## config.mk

```make
export PLATFORM = sky130hd
export DESIGN_NAME = fwd_hazard_ctrl_flat
export DESIGN_NICKNAME = d
export VERILOG_FILES = /design/src/rtl/fwd_hazard_ctrl_if.sv /design/src/rtl/fwd_hazard_ctrl.sv /design/src/flat_wrapper.sv
export SDC_FILE = /design/constraint.sdc
export NUM_CORES = 1
export LEC_CHECK = 0
export BUFFER_PORTS_ARGS = -buffer_cell sky130_fd_sc_hd__buf_2
export CAP_MARGIN = 20
export CORE_AREA = 3 3 66 68
export DETAILED_ROUTE_END_ITERATION = 6
export DIE_AREA = 0 0 69 71
export PLACE_DENSITY = 0.61
export SKIP_CTS_REPAIR_TIMING = 1
export SLEW_MARGIN = 25
export SYNTH_ARGS = -nofsm -noshare
export SYNTH_HDL_FRONTEND = slang
export SYNTH_SLANG_ARGS = --single-unit
export TNS_END_PERCENT = 5
```

## constraint.sdc

```tcl
create_clock -name clk -period 3.14 [get_ports clk]
set_input_delay 0.471 -clock clk [delete_from_list [all_inputs] [get_ports clk]]
set_output_delay 0.471 -clock clk [all_outputs]
set_load 0.01 [all_outputs]
```

## src/rtl/fwd_hazard_ctrl_if.sv

```systemverilog
// ---------------------------------------------------------------------------
// fwd_hazard_ctrl_if
//   Bundle between the ID/EX pipeline control and the forwarding/hazard
//   controller.
//   Handshake contract: there is no valid/ready pair. id_valid qualifies the
//   ID fields in the cycle they are presented. When stall is high, the
//   producer must hold PC and IF/ID, so the same ID fields are presented
//   again next cycle. flush discards the ID instruction in the same cycle.
//   master : pipeline side (drives ID fields and flush, reads selects/stall)
//   slave  : controller side
// ---------------------------------------------------------------------------
interface fwd_hazard_ctrl_if #(
  parameter int REG_AW = 5,
  parameter int SEL_W  = 2
);
  logic              id_valid;
  logic [REG_AW-1:0] id_rs;
  logic [REG_AW-1:0] id_rt;
  logic              id_uses_rt;
  logic [REG_AW-1:0] id_dest;
  logic              id_reg_write;
  logic              id_mem_read;
  logic              flush;
  logic [SEL_W-1:0]  fwd_a_sel;
  logic [SEL_W-1:0]  fwd_b_sel;
  logic              stall;
  logic              ex_mem_read;

  modport master (
    output id_valid, id_rs, id_rt, id_uses_rt, id_dest, id_reg_write,
           id_mem_read, flush,
    input  fwd_a_sel, fwd_b_sel, stall, ex_mem_read
  );

  modport slave (
    input  id_valid, id_rs, id_rt, id_uses_rt, id_dest, id_reg_write,
           id_mem_read, flush,
    output fwd_a_sel, fwd_b_sel, stall, ex_mem_read
  );
endinterface

```

## src/rtl/fwd_hazard_ctrl.sv

```systemverilog
// ---------------------------------------------------------------------------
// fwd_hazard_ctrl
//   Control for the EX-stage operand forwarding muxes of a 5-stage pipeline.
//   Tracks destination tags of the instructions in EX, MEM and WB, produces
//   the operand A/B mux selects (00 regfile, 01 EX/MEM, 10 MEM/WB), and
//   raises a one-cycle load-use stall. A branch flush drops the ID
//   instruction and beats the stall.
// Ports:
//   clk, rst_n   : clock, asynchronous active-low reset
//   bus (slave)  : ID fields, flush, fwd_a_sel, fwd_b_sel, stall,
//                  ex_mem_read (observe: EX holds a valid load)
// Optional (macro FWD_STATS_EN):
//   stall_count  : saturating count of stall cycles
//   fwd_count    : saturating count of cycles with any non-zero select
// ---------------------------------------------------------------------------
module fwd_hazard_ctrl #(
  parameter int REG_AW = 5,
  parameter int SEL_W  = 2
) (
  input  logic               clk,
  input  logic               rst_n,
  fwd_hazard_ctrl_if.slave   bus
`ifdef FWD_STATS_EN
  ,
  output logic [15:0]        stall_count,
  output logic [15:0]        fwd_count
`endif
);

  localparam logic [SEL_W-1:0] SEL_RF  = SEL_W'(0);
  localparam logic [SEL_W-1:0] SEL_MEM = SEL_W'(1);
  localparam logic [SEL_W-1:0] SEL_WB  = SEL_W'(2);

  // EX stage shadow
  logic              ex_valid_q, ex_valid_d;
  logic [REG_AW-1:0] ex_rs_q, ex_rs_d;
  logic [REG_AW-1:0] ex_rt_q, ex_rt_d;
  logic              ex_uses_rt_q, ex_uses_rt_d;
  logic [REG_AW-1:0] ex_dest_q, ex_dest_d;
  logic              ex_reg_write_q, ex_reg_write_d;
  logic              ex_mem_read_q, ex_mem_read_d;
  // MEM / WB only need what decides "writer"
  logic              mem_valid_q, mem_reg_write_q;
  logic [REG_AW-1:0] mem_dest_q;
  logic              wb_valid_q, wb_reg_write_q;
  logic [REG_AW-1:0] wb_dest_q;

  logic              mem_writer, wb_writer, stall_w;
  logic [SEL_W-1:0]  sel_a, sel_b;

  assign mem_writer = mem_valid_q & mem_reg_write_q & (mem_dest_q != '0);
  assign wb_writer  = wb_valid_q  & wb_reg_write_q  & (wb_dest_q  != '0);

  // Load in EX whose result the ID instruction needs: there is no path
  // from MEM data back into EX in the same cycle, so hold ID one cycle.
  assign stall_w = bus.id_valid & ex_valid_q & ex_mem_read_q &
                   (ex_dest_q != '0) &
                   ((ex_dest_q == bus.id_rs) |
                    (bus.id_uses_rt & (ex_dest_q == bus.id_rt))) &
                   ~bus.flush;

  // Selects come from registered state only; MEM checked first so the
  // youngest producer wins.
  always_comb begin
    sel_a = SEL_RF;
    sel_b = SEL_RF;
    if (ex_valid_q) begin
      if (mem_writer && (mem_dest_q == ex_rs_q))      sel_a = SEL_MEM;
      else if (wb_writer && (wb_dest_q == ex_rs_q))   sel_a = SEL_WB;
      if (ex_uses_rt_q) begin
        if (mem_writer && (mem_dest_q == ex_rt_q))    sel_b = SEL_MEM;
        else if (wb_writer && (wb_dest_q == ex_rt_q)) sel_b = SEL_WB;
      end
    end
  end

  // EX next state: ID fields, or a bubble on stall/flush. Tags of a bubble
  // are don't-care because every use is gated by valid.
  always_comb begin
    ex_valid_d     = 1'b0;
    ex_reg_write_d = 1'b0;
    ex_mem_read_d  = 1'b0;
    ex_rs_d        = ex_rs_q;
    ex_rt_d        = ex_rt_q;
    ex_uses_rt_d   = ex_uses_rt_q;
    ex_dest_d      = ex_dest_q;
    if (!stall_w && !bus.flush) begin
      ex_valid_d     = bus.id_valid;
      ex_reg_write_d = bus.id_reg_write;
      ex_mem_read_d  = bus.id_mem_read;
      ex_rs_d        = bus.id_rs;
      ex_rt_d        = bus.id_rt;
      ex_uses_rt_d   = bus.id_uses_rt;
      ex_dest_d      = bus.id_dest;
    end
  end

  always_ff @(posedge clk or negedge rst_n) begin
    if (!rst_n) begin
      ex_valid_q      <= 1'b0;
      ex_rs_q         <= '0;
      ex_rt_q         <= '0;
      ex_uses_rt_q    <= 1'b0;
      ex_dest_q       <= '0;
      ex_reg_write_q  <= 1'b0;
      ex_mem_read_q   <= 1'b0;
      mem_valid_q     <= 1'b0;
      mem_reg_write_q <= 1'b0;
      mem_dest_q      <= '0;
      wb_valid_q      <= 1'b0;
      wb_reg_write_q  <= 1'b0;
      wb_dest_q       <= '0;
    end else begin
      wb_valid_q      <= mem_valid_q;
      wb_reg_write_q  <= mem_reg_write_q;
      wb_dest_q       <= mem_dest_q;
      mem_valid_q     <= ex_valid_q;
      mem_reg_write_q <= ex_reg_write_q;
      mem_dest_q      <= ex_dest_q;
      ex_valid_q      <= ex_valid_d;
      ex_rs_q         <= ex_rs_d;
      ex_rt_q         <= ex_rt_d;
      ex_uses_rt_q    <= ex_uses_rt_d;
      ex_dest_q       <= ex_dest_d;
      ex_reg_write_q  <= ex_reg_write_d;
      ex_mem_read_q   <= ex_mem_read_d;
    end
  end

  assign bus.fwd_a_sel   = sel_a;
  assign bus.fwd_b_sel   = sel_b;
  assign bus.stall       = stall_w;
  assign bus.ex_mem_read = ex_valid_q & ex_mem_read_q;

`ifdef FWD_STATS_EN
  logic [15:0] stall_cnt_q, fwd_cnt_q;

  always_ff @(posedge clk or negedge rst_n) begin
    if (!rst_n) begin
      stall_cnt_q <= 16'd0;
      fwd_cnt_q   <= 16'd0;
    end else begin
      if (stall_w && (stall_cnt_q != 16'hFFFF))
        stall_cnt_q <= stall_cnt_q + 16'd1;
      if (((sel_a != SEL_RF) || (sel_b != SEL_RF)) && (fwd_cnt_q != 16'hFFFF))
        fwd_cnt_q <= fwd_cnt_q + 16'd1;
    end
  end

  assign stall_count = stall_cnt_q;
  assign fwd_count   = fwd_cnt_q;
`endif

endmodule

```

## src/flat_wrapper.sv

```systemverilog
// flat-port wrapper written by rule: the top's interface ports become plain ports
module fwd_hazard_ctrl_flat 
#(
  parameter int REG_AW = 5,
  parameter int SEL_W  = 2
)
  (clk, rst_n, bus_id_valid, bus_id_rs, bus_id_rt, bus_id_uses_rt, bus_id_dest, bus_id_reg_write, bus_id_mem_read, bus_flush, bus_fwd_a_sel, bus_fwd_b_sel, bus_stall, bus_ex_mem_read);
  fwd_hazard_ctrl_if #(.REG_AW(REG_AW), .SEL_W(SEL_W)) bus_i ();
  input  logic clk;
  input  logic rst_n;
  input wire logic [$bits(bus_i.id_valid)-1:0] bus_id_valid;
  input wire logic [$bits(bus_i.id_rs)-1:0] bus_id_rs;
  input wire logic [$bits(bus_i.id_rt)-1:0] bus_id_rt;
  input wire logic [$bits(bus_i.id_uses_rt)-1:0] bus_id_uses_rt;
  input wire logic [$bits(bus_i.id_dest)-1:0] bus_id_dest;
  input wire logic [$bits(bus_i.id_reg_write)-1:0] bus_id_reg_write;
  input wire logic [$bits(bus_i.id_mem_read)-1:0] bus_id_mem_read;
  input wire logic [$bits(bus_i.flush)-1:0] bus_flush;
  output wire logic [$bits(bus_i.fwd_a_sel)-1:0] bus_fwd_a_sel;
  output wire logic [$bits(bus_i.fwd_b_sel)-1:0] bus_fwd_b_sel;
  output wire logic [$bits(bus_i.stall)-1:0] bus_stall;
  output wire logic [$bits(bus_i.ex_mem_read)-1:0] bus_ex_mem_read;
  assign bus_i.id_valid = bus_id_valid;
  assign bus_i.id_rs = bus_id_rs;
  assign bus_i.id_rt = bus_id_rt;
  assign bus_i.id_uses_rt = bus_id_uses_rt;
  assign bus_i.id_dest = bus_id_dest;
  assign bus_i.id_reg_write = bus_id_reg_write;
  assign bus_i.id_mem_read = bus_id_mem_read;
  assign bus_i.flush = bus_flush;
  assign bus_fwd_a_sel = bus_i.fwd_a_sel;
  assign bus_fwd_b_sel = bus_i.fwd_b_sel;
  assign bus_stall = bus_i.stall;
  assign bus_ex_mem_read = bus_i.ex_mem_read;
  fwd_hazard_ctrl #(.REG_AW(REG_AW), .SEL_W(SEL_W)) u_core (.clk(clk), .rst_n(rst_n), .bus(bus_i));
endmodule
```

==> out/metrics.yaml <==
outcome:
  status: "finished, final reports clean"
timing:
  final.min_clock_period_ps: 2440
  period_share_pct: 77.8
  holdWs_ps: 241
  hold_violations: 0
  finalSetupViolCount: 0
  finClkSkew_ps: 4.32
  slew_violations: 0
  slew-limit-headroom_pct: 52.8
  fmax_mhz: 409
  tightest_slew_ps: 708
  rsz0062_at_grt: "false"
  tns_ps: 0
  setup_ws_ps: 696
cts:
  cts_made_buffers: 5
  root_buffer: "clkbuf_8"
  tritoncts: "built"
  cts_sinks: 33
  clk_latency_ps: 280
  clk_pin_slew_worst_paths_ps: 60
  cts_max_level: 2
  cts_max_path_buffers: 2
global_routing:
  grt_start_max_net_pins: 34
  grt_overflow_total: 0
  antenna_found_initial: 0
  track_usage_pct: 13.7
  grt_pass1_vias: 1064
  grt_pass1_wl_um: 5180
critical_path:
  cp-end-kind: "primary output"
  worstPathArrival_ps: 1970
  crit_chain: "or4_1, o211ai_1, nor4_1, nor3_1, buf_2"
  cpMaxStageDelayCell: "or4_1"
  cp-start-kind: "flip-flop"
  reg2reg_depth: 6
  path_class: "flip-flop to primary output"
  cp.required_ps: 2670
  cp_max_fo: 4
  worst_path_largest_cell_delay_ps: 550
layout:
  fin_nets: 178
  layout.cells.non_filler: 207
  syn2layout_area_growth_pct: 19.4
  finalInstanceArea_sq_mm: 0.00182
  final_util_pct: 46.4
  diodes: 0
  drive_gt1_share_pct: 29.9
worst_hold_path:
  hold_path.class: "input pin to asynchronous set/reset pin"
detailed_routing:
  route.detailed.drc: 0
  first_pass_iters: 4
  vias: 1002
  ant_nets: 0
  wl_um: 3000
  drt-initial-drc-count: 20
  avgRoutedWirePerCell_um: 14.5
  via_per_inst: 4.84
yosys:
  yosysSeqAreaShare_pct: 54.3
  syn_area_sq_mm: 0.00152
  synth_seq_cells: 33
  postSynth.asyncResetShare_pct: 100
  synth_ff_type: "dfrtp_1"
  synthTopCellsByCount: "33 x dfrtp_1, 16 x xor2_1, 14 x xnor2_1"
  yosysTopAreaCellShare_pct: 54.3
  synth_edf_count: 0
  synthTopCellsByArea: "dfrtp_1 54%, xor2_1 9.2%, xnor2_1 8.1%, mux2_2 6.7%, o2bb2ai_1 2.9%"
  synth_fp_nets: 145
  synthDistinctLibCells: 23
  ys_warn_count: 0
  synth_top_area_cell: "dfrtp_1"
  syn_area_per_cell_sq_um: 12.4
  synthCells: 123
  synth.most_common_cell: "dfrtp_1"
floorplan:
  io_pins: 28
  die_x_um: 69
  rows: 23
  floorplan.initialDensity_pct: 38.9
  dieArea_sq_mm: 0.00490
  die-height_um: 71
  core_area_sq_mm: 0.00391
placement:
  place_congestion: 0.855
  place_ws_ps: 667
  io_buffers: 27
  dp.cells: 199
  hpwl_um: 2350
  post_dp_cell_area_sq_mm: 0.00170
power_and_ir_drop:
  power.total_mw: 1.04
  power_switching_mw: 0.246
  p_per_area_mw_per_mm2: 570
  p_comb_share_pct: 11.7
  netSwitchingFraction_pct: 23.8
  ir_worst_vdd_mv: 0.253
  leakage_nw: 0.843
  power.share.clock_pct: 39.2
  power_frac_seq_pct: 49.0
  p_int_mw: 0.789
job:
  maxCapViolations: 0
[power by group through the flow]
stage / Combinational (mW) / Sequential, mW / Clock (mW)
6_report: 0.121 / 0.508 / 0.406
5_1_grt: 0.137 / 0.513 / 0.442
4_1_cts: 0.124 / 0.508 / 0.419
3_5_place_dp: 0.123 / 0.516 / 0
3_3_place_gp: 0.121 / 0.515 / 0
2_1_floorplan: 0.0887 / 0.501 / 0
[per-layer routing]
metal	global-route usage [%]	wire length (um)	share of wire (%)	vias to the layer above
li1	-	-	-	490
met1	17.5	1360	45	477
met2	20.8	1380	46	28
met3	5.11	199	6.6	7
met4	5.86	58	1.9	0
met5	0	0	0	-
[layout by cell type (no fill, tap or decap)]
cell type | Yosys | layout
mux2_4 | 2 | 2
xnor2_1 | 14 | 14
bufinv_16 | 0 | 1
inv_1 | 8 | 8
mux2_2 | 9 | 9
a211o_1 | 2 | 2
dfrtp_1 | 33 | 33
and3_1 | 2 | 2
o2bb2ai_1 | 5 | 5
or4_1 | 2 | 2
clkbuf_8 | 0 | 6
nor3_1 | 4 | 4
and2_1 | 2 | 2
nor3b_1 | 1 | 1
buf_4 | 0 | 1
o211ai_1 | 2 | 2
buf_2 | 0 | 27
nor2_1 | 4 | 4
a21oi_1 | 1 | 1
nor4_1 | 5 | 5
xor2_1 | 16 | 16
nand4_1 | 1 | 1
clkbuf_1 | 0 | 1
nand3_1 | 5 | 5
nand2_1 | 2 | 2
and3_4 | 1 | 1
[path summary, 6_finish.rpt]
path	startpoint	end	slack [ps]
min reg2reg	u_core.ex_reg_write_q	u_core.mem_reg_write_q	360
max reg2reg	u_core.ex_dest_q[4]	u_core.ex_uses_rt_q	740
max in group asynchronous	rst_n	u_core.wb_dest_q[0]	2450
max	u_core.mem_dest_q[3]	bus_fwd_a_sel[1]	700
min in group clk	u_core.ex_reg_write_q	u_core.mem_reg_write_q	360
min	rst_n	u_core.mem_dest_q[3]	240
[cells by family after synthesis]
family | after synthesis | share of synthesized area (%)
buffers and inverters | 10 | 3.70
DFF | 33 | 54.3
and+or+nand+nor | 29 | 10.8
muxes | 11 | 8.64
AOI/OAI and AO/OA | 10 | 5.34
xor gates and xnor gates | 30 | 17.3
[critical path: cells and delay by family, from the launching register on]
family	cells	cell delay [ps]
AOI/OAI and AO/OA	1	240
buffers and inverters	1	160
DFF	1	420
and+or+nand+nor	3	870
[layout make-up]
class / instances / area (sq um)
fill: 384 / 2100
clock inverter: 1 / 30.0
clock buffer: 7 / 86.3
multi-input combinational: 80 / 639
inverter: 8 / 30.0
tap: 50 / 62.6
timing repair buffer: 28 / 143
sequential: 33 / 826
[sequential cells by signal (all words and copies together), names as in the netlist]
signal	cells
u_core.ex_mem_read_q	1
u_core.ex_rt_q	5
u_core.ex_valid_q	1
u_core.wb_valid_q	1
u_core.ex_uses_rt_q	1
u_core.wb_dest_q	5
u_core.ex_dest_q	5
u_core.mem_reg_write_q	1
u_core.mem_valid_q	1
u_core.ex_reg_write_q	1
u_core.wb_reg_write_q	1
u_core.ex_rs_q	5
u_core.mem_dest_q	5
(Power assumes the default switching activity.)
